<file path="config.mk">
export PLATFORM = sky130hd
export DESIGN_NAME = bk_adder_pipe
export DESIGN_NICKNAME = d
export VERILOG_FILES = /design/src/rtl/bk_adder_pipe.sv
export SDC_FILE = /design/constraint.sdc
export NUM_CORES = 1
export LEC_CHECK = 0
export CAP_MARGIN = 20
export CORE_ASPECT_RATIO = 1.1
export CORE_MARGIN = 5
export CORE_UTILIZATION = 34
export CTS_CLUSTER_SIZE = 40
export DETAILED_ROUTE_END_ITERATION = 16
export SLEW_MARGIN = 20
export SYNTH_ARGS = -nofsm -noshare
export SYNTH_HDL_FRONTEND = slang
export SYNTH_SLANG_ARGS = --single-unit
</file>
<file path="constraint.sdc">
create_clock -name clk -period 4.1 [get_ports clk]
set_input_delay 0.82 -clock clk [delete_from_list [all_inputs] [get_ports clk]]
set_output_delay 0.82 -clock clk [all_outputs]
set_load 0.005 [all_outputs]
</file>
<file path="src/rtl/bk_adder_pipe.sv">
// rtl/bk_adder_pipe.sv - 3-stage pipelined Brent-Kung adder/subtractor with valid/ready handshake
//
// Purpose:
//   Adds or subtracts two WIDTH-bit operands through a Brent-Kung parallel
//   prefix carry network that is split over three register stages:
//     stage 1 : operand conditioning, bitwise generate/propagate
//     stage 2 : up-sweep of the prefix tree (LOG2W merge levels)
//     stage 3 : down-sweep (LOG2W-1 levels), carries, sum, cout, ovf
//   One global advance signal moves the whole pipeline, so a stalled output
//   holds every stage in place.
//
// Ports:
//   clk        rising-edge clock
//   rst        asynchronous reset, active-high
//   in_valid   operands valid this cycle
//   in_ready   pipeline can accept operands this cycle
//   a, b       operands, WIDTH bits
//   cin        carry-in, ignored when sub=1
//   sub        0: a+b+cin, 1: a-b (a+~b+1)
//   out_valid  result valid
//   out_ready  downstream accepts result
//   sum        result modulo 2^WIDTH
//   cout       carry out of the MSB (for sub: 1 means no borrow)
//   ovf        two's-complement overflow

module bk_adder_pipe #(
    parameter int WIDTH = 16,
    parameter int LOG2W = 4
) (
    input  logic             clk,
    input  logic             rst,
    input  logic             in_valid,
    output logic             in_ready,
    input  logic [WIDTH-1:0] a,
    input  logic [WIDTH-1:0] b,
    input  logic             cin,
    input  logic             sub,
    output logic             out_valid,
    input  logic             out_ready,
    output logic [WIDTH-1:0] sum,
    output logic             cout,
    output logic             ovf
);

    // The prefix tree shape depends on WIDTH being exactly 2^LOG2W.
    generate
        if (WIDTH < 4 || (1 << LOG2W) != WIDTH) begin : g_param_check
            $error("bk_adder_pipe: WIDTH must be a power of two >= 4 and equal 2**LOG2W");
        end
    endgenerate

    // ------------------------------------------------------------------
    // Handshake: a single advance moves every stage together. The output
    // register is free when it is empty or being consumed this cycle.
    // ------------------------------------------------------------------
    logic advance;

    assign advance  = ~out_valid | out_ready;
    assign in_ready = advance;

    // ------------------------------------------------------------------
    // Stage 1: operand conditioning and bitwise generate/propagate
    // ------------------------------------------------------------------
    logic [WIDTH-1:0] b_eff;
    logic             c0;

    assign b_eff = sub ? ~b : b;
    assign c0    = sub ? 1'b1 : cin;

    logic             s1_valid;
    logic [WIDTH-1:0] s1_g;
    logic [WIDTH-1:0] s1_p;
    logic             s1_c0;
    logic             s1_a_msb;
    logic             s1_b_msb;

    always_ff @(posedge clk or posedge rst) begin
        if (rst) begin
            s1_valid <= 1'b0;
            s1_g     <= '0;
            s1_p     <= '0;
            s1_c0    <= 1'b0;
            s1_a_msb <= 1'b0;
            s1_b_msb <= 1'b0;
        end else if (advance) begin
            s1_valid <= in_valid & in_ready;
            s1_g     <= a & b_eff;
            s1_p     <= a ^ b_eff;
            s1_c0    <= c0;
            s1_a_msb <= a[WIDTH-1];
            s1_b_msb <= b_eff[WIDTH-1];
        end
    end

    // ------------------------------------------------------------------
    // Stage 2: up-sweep. At level k, node j with (j+1) a multiple of 2^k
    // absorbs the group ending at j-2^(k-1). Updating in place is safe:
    // the partner node is never itself a target at the same level.
    // ------------------------------------------------------------------
    logic [WIDTH-1:0] up_g;
    logic [WIDTH-1:0] up_p;

    always_comb begin
        up_g = s1_g;
        up_p = s1_p;
        for (int k = 1; k <= LOG2W; k++) begin
            for (int j = 0; j < WIDTH; j++) begin
                if (((j + 1) % (1 << k)) == 0) begin
                    // group generate uses the high group's propagate before it narrows
                    up_g[j] = up_g[j] | (up_p[j] & up_g[j - (1 << (k - 1))]);
                    up_p[j] = up_p[j] & up_p[j - (1 << (k - 1))];
                end
            end
        end
    end

    logic             s2_valid;
    logic [WIDTH-1:0] s2_gg;
    logic [WIDTH-1:0] s2_gp;
    logic [WIDTH-1:0] s2_p;
    logic             s2_c0;
    logic             s2_a_msb;
    logic             s2_b_msb;

    always_ff @(posedge clk or posedge rst) begin
        if (rst) begin
            s2_valid <= 1'b0;
            s2_gg    <= '0;
            s2_gp    <= '0;
            s2_p     <= '0;
            s2_c0    <= 1'b0;
            s2_a_msb <= 1'b0;
            s2_b_msb <= 1'b0;
        end else if (advance) begin
            s2_valid <= s1_valid;
            s2_gg    <= up_g;
            s2_gp    <= up_p;
            s2_p     <= s1_p;
            s2_c0    <= s1_c0;
            s2_a_msb <= s1_a_msb;
            s2_b_msb <= s1_b_msb;
        end
    end

    // ------------------------------------------------------------------
    // Stage 3: down-sweep. After the up-sweep every node 2^m-1 holds the
    // full prefix [j:0]. Walking levels downwards, node j = m*2^k+2^(k-1)-1
    // (m >= 1) combines with the complete prefix at j-2^(k-1), filling in
    // the remaining positions.
    // ------------------------------------------------------------------
    logic [WIDTH-1:0] dn_g;
    logic [WIDTH-1:0] dn_p;
    logic [WIDTH:0]   carry;
    logic [WIDTH-1:0] sum_next;
    logic             cout_next;
    logic             ovf_next;

    always_comb begin
        dn_g = s2_gg;
        dn_p = s2_gp;
        for (int k = LOG2W - 1; k >= 1; k--) begin
            for (int j = 0; j < WIDTH; j++) begin
                if (j >= (1 << k) && ((j + 1) % (1 << k)) == (1 << (k - 1))) begin
                    dn_g[j] = dn_g[j] | (dn_p[j] & dn_g[j - (1 << (k - 1))]);
                    dn_p[j] = dn_p[j] & dn_p[j - (1 << (k - 1))];
                end
            end
        end

        // carry into bit i+1 is the prefix [i:0] folded with the carry-in
        carry[0] = s2_c0;
        for (int i = 0; i < WIDTH; i++) begin
            carry[i + 1] = dn_g[i] | (dn_p[i] & s2_c0);
        end

        sum_next  = s2_p ^ carry[WIDTH-1:0];
        cout_next = carry[WIDTH];
        // Same-sign operands producing an opposite-sign result; this is
        // identical to carry[WIDTH] ^ carry[WIDTH-1] but reuses the stored
        // operand sign bits instead of another carry term.
        ovf_next  = (s2_a_msb ~^ s2_b_msb) & (s2_a_msb ^ sum_next[WIDTH-1]);
    end

    always_ff @(posedge clk or posedge rst) begin
        if (rst) begin
            out_valid <= 1'b0;
            sum       <= '0;
            cout      <= 1'b0;
            ovf       <= 1'b0;
        end else if (advance) begin
            out_valid <= s2_valid;
            sum       <= sum_next;
            cout      <= cout_next;
            ovf       <= ovf_next;
        end
    end

endmodule

</file>
### Yosys cells after proc, flatten, opt, wreduce, memory -nomap -nowiden

Cells that the tools add are included.

| cells by class | value |
|---|---|
| muxes and demuxes | 2 |
| bitwise logic cells | 120 |

Operators with widths:

| cell | number |
|---|---|
| bitwise AND 1 bit | 70 |
| OR 1 bit | 43 |
| XOR 16 bit | 2 |
| bitwise AND 16 bit | 1 |
| two-way mux 16 bit | 1 |
| NOT 16 bit | 1 |
| two-way mux 1 bit | 1 |
| NOT 1 bit | 1 |
| XNOR 1 bit | 1 |
| XOR 1 bit | 1 |

| storage, ports and cells | value |
|---|---|
| bits in registers | 107 |

### Longest topological paths before layout

| depth | value |
|---|---|
| depth after elaboration | 10 |
| mapped depth | 7 |

### Least setup slack after synthesis

OpenSTA, ideal clock, no wires.

| timing | value |
|---|---|
| path type | input-to-output |
| start | input port out_ready |
| end | output port in_ready |
| arrival time | 1,397 ps |
| path buffers | 3 |
| slack | 1,883 ps |
| stages on the path | 5 |
| data required time | 3,280 ps |
| path through | nor2b_1 -> buf_2 -> inv_2 -> buf_2 -> buf_2 |

| between the ends | value |
|---|---|
| word-level cells in the longest chain between the ends | 1 |

RTL lines:

| what | line | RTL |
|---|---|---|
| start, declared | 39 | `input logic out_ready,` |
| OR 1 bit | 58 | `assign advance = ~out_valid \| out_ready;` |
| end, declared | 33 | `output logic in_ready,` |

No other way between the ends.

### Worst setup path in the final report

Same ends and word-level chain as after synthesis.

==> impl_metrics.csv <==
group,metric,value,unit
clocking,htree_num_levels,3,
clocking,post_cts_buffers,0,
worst_setup_path,worstSetupStartpoint,"out_ready",
worst_setup_path,slowest_delay,0.51,ns
timing,finalHoldViolations,0,
clocking,hold_buffers,0,
routing,via_count,3187,
clocking,cts_root_buffer,"clkbuf_16",
clocking,cts_made_buffers,9,
floorplanning,rows,43,
floorplanning,die_area,0.0153,mm²
yosys,synth_ff_type,"dfrtp_1",
routing,viasPerCell,4.57,
clocking,ctsResizeCount,0,
yosys,synth_cells,487,
power_and_ir_drop,p_per_area,618,mW/mm²
timing,fmax,0.358,GHz
global_route,grt-ovfl-total,0,
worst_setup_path,required,3.28,ns
worst_setup_path,critical_path_arrival,1.97,ns
worst_setup_path,r2r_start,"out_valid$_DFFE_PP0N_",
yosys,yosysSeqAreaShare,0.562,
min_path,holdCritPathClass,"flip-flop to flip-flop",
global_route,grt_pass1_wl,15.3,mm
floorplanning,initial_core_util,0.349,
global_route,busiest_layer,"met2",
global_route,use_met3,0.0218,
timing,rsz0062_at_grt,"false",
worst_setup_path,crit_slowest_cell,"clkdlybuf4s50_1",
timing,relSlewSlack,0.330,
worst_setup_path,cp_top_family,"buffers and inverters",
place,numPortBuffers,57,
floorplanning,fp.dieH,129,µm
global_route,grt_pass1_vias,3188,
clocking,clk_pin_slew,0.07,ns
floorplanning,fp.dieW,119,µm
yosys,synth_edf_count,0,
worst_setup_path,critPathCaptureType,"output port",
routing,first_iter_violations,139,
timing,finalSetupTns,0,ns
power_and_ir_drop,p_leak,2.62,nW
routing,drc,0,
timing,fin_crit,2.79,ns
final_layout,drive_above_1_share,0.0425,
global_route,use_met2,0.188,
clocking,cts_sinks,99,
timing,setup_viol,0,
worst_setup_path,rrSetupSlack,2.22,ns
global_route,grt_use_met1,0.169,
yosys,async_reset_ff_frac,1.00,
worst_setup_path,start_kind,"primary input",
global_route,grt_max_degree,96,
global_route,antenna_found_initial,0,
flow_run,drv_cap,0,
clocking,cts_tree,"built",
place,gp_congestion,0.787,
routing,finalWirelength,8.59,mm
worst_setup_path,cp_cell_sequence,"clkdlybuf4s50_1, nor2b_4, inv_2, clkdlybuf4s50_1",
yosys,synth.distinct_cells,29,
global_route,grt_usage,0.122,
worst_setup_path,cp_max_fo,2,
yosys,syn_area,0.00441,mm²
final_layout,instances_no_fill,698,
final_layout,fin_nets,591,
yosys,avgSynthCellArea,9.05,µm²
worst_setup_path,path_common_cell,"clkdlybuf4s50_1",
floorplanning,pin_count,58,
min_path,min-delay-start,"s2_gg[6]$_DFFE_PP0N_",
routing,dr.pass1.iters,4,
routing,wl_per_cell,12.3,µm
floorplanning,fp.coreArea,0.0126,mm²
final_layout,antenna_cells,0,
place,dp.cells,682,
timing,worstMarginPinSlew,1.00,ns
clocking,max-clock-path-buffers,2,
worst_setup_path,critical_path_class,"primary input to output port",
yosys,ys_seq_elements,99,
yosys,synth_nets,542,
power_and_ir_drop,ir_drop,0.000204,V
status,status,"completed",
timing,finClkSkew,0.00605,ns
timing,fin_crit_sh,0.680,
timing,maxSlewViolCount,0,
place,place_hpwl,5.97,mm
final_layout,area.growth.synth_to_final,22.0,%
clocking,clk_latency,0.34,ns
worst_setup_path,crit_buf_inv,3,
yosys,synth.yosys.warnings,0,
routing,antenna_left,0,
[stage by stage]
| stage | setup slack (ns) | total power [W] | cell area [µm²] | hold slack (ns) | util |
|---|---|---|---|---|---|
| 2_1_floorplan | 0.690 | 0.00218 | 4410 | 0.430 | - |
| 3_3_place_gp | 1.28 | 0.00258 | 5120 | 0.445 | 0.405 |
| 3_5_place_dp | 1.29 | 0.00261 | 5120 | 0.454 | 0.405 |
| 6_report | 1.31 | 0.00332 | 5380 | 0.468 | 0.426 |
| 4_1_cts | 1.28 | 0.00337 | 5380 | 0.469 | 0.426 |
| 5_1_grt | 1.26 | 0.00360 | 5380 | 0.489 | 0.426 |
[logic make-up after synthesis]
family / share of synthesized area
AO/OA/AOI/OAI: 0.0741
XOR/XNOR: 0.0616
adder cells (fa/ha/maj): 0.0482
buffers and inverters: 0.0287
flip-flops: 0.562
multiplexers: 0.00482
AND/OR/NAND/NOR: 0.221
[worst reg2reg max path: cells and delay by family (launching register included)]
family,cells,cell delay [ns]
buffers and inverters,3,1.03
and+or+nand+nor,2,0.26
DFF,1,0.39
AOI/OAI and AO/OA,1,0.14
[worst paths after layout]
path	end	cells after the start
worst min register to register	s2_gg[6]$_DFFE_PP0N_	2
min in group asynchronous	sum[7]$_DFFE_PP0N_	2
max in group asynchronous	s2_gg[14]$_DFFE_PP0N_	3
worst max register to register	s2_gg[9]$_DFFE_PP0N_	6
worst min-delay path	s2_gg[6]$_DFFE_PP0N_	2
worst max-delay path	in_ready	4
[layout by cell type, fill, tap and decap left out, types with 2 or more instances in the layout]
cell type,count
nand2_1,211
dfrtp_1,99
clkdlybuf4s50_1,57
a21oi_1,29
nor2_1,24
xor2_1,24
o21ai_0,18
ha_1,17
clkbuf_16,9
xnor2_1,7
nand3_1,5
buf_4,5
a21o_1,3
inv_1,3
nand4_1,3
clkbuf_1,3
clkinvlp_4,3
nor2b_1,2
o21bai_1,2
nor3_1,2
[synthesized netlist by cell type (all sizes together) (2+ instances only)]
cell type	count	area share
ha	17	0.048
nor2b	3	0.0043
o21ai	19	0.022
xor2	24	0.048
dfrtp	99	0.56
buf	14	0.016
a21o	3	0.0051
nor2	24	0.020
clkbuf	10	0.0085
o21bai	2	0.0034
nor3	2	0.0023
xnor2	7	0.014
nand4	3	0.0043
inv	5	0.0043
nand3	5	0.0057
nand2	211	0.18
a21oi	29	0.033
[metal layers]
layer / part of all wire / up-vias
li1: - / 1645
met1: 0.49 / 1472
met2: 0.45 / 60
met3: 0.034 / 10
met4: 0.018 / 0
met5: 0 / -
[where the power goes]
group,internal (W),switching (W),total [W],leakage (nW)
sequential,0.00131,0.000243,0.00155,1.22
clock,0.000411,0.000343,0.000754,0.119
combinational,0.000499,0.000516,0.00101,1.28
total,0.00222,0.00110,0.00332,2.62
[state kept, by name, indices dropped and copies added (netlist names), 8 cells and up]
register	cells
sum	16
s1_g	16
s2_gp	16
s1_p	16
s2_p	8
s2_gg	16
[layout make-up]
cell class	count	area [µm²]
fillers	1275	7260
flip-flops and latches	99	2480
multi-input cells	359	1810
repair buffers	62	608
clock buffers	12	236
well taps	157	196
clock inverters	4	27.5
inverters	5	21.3
Power figures use the tool's default switching activity.
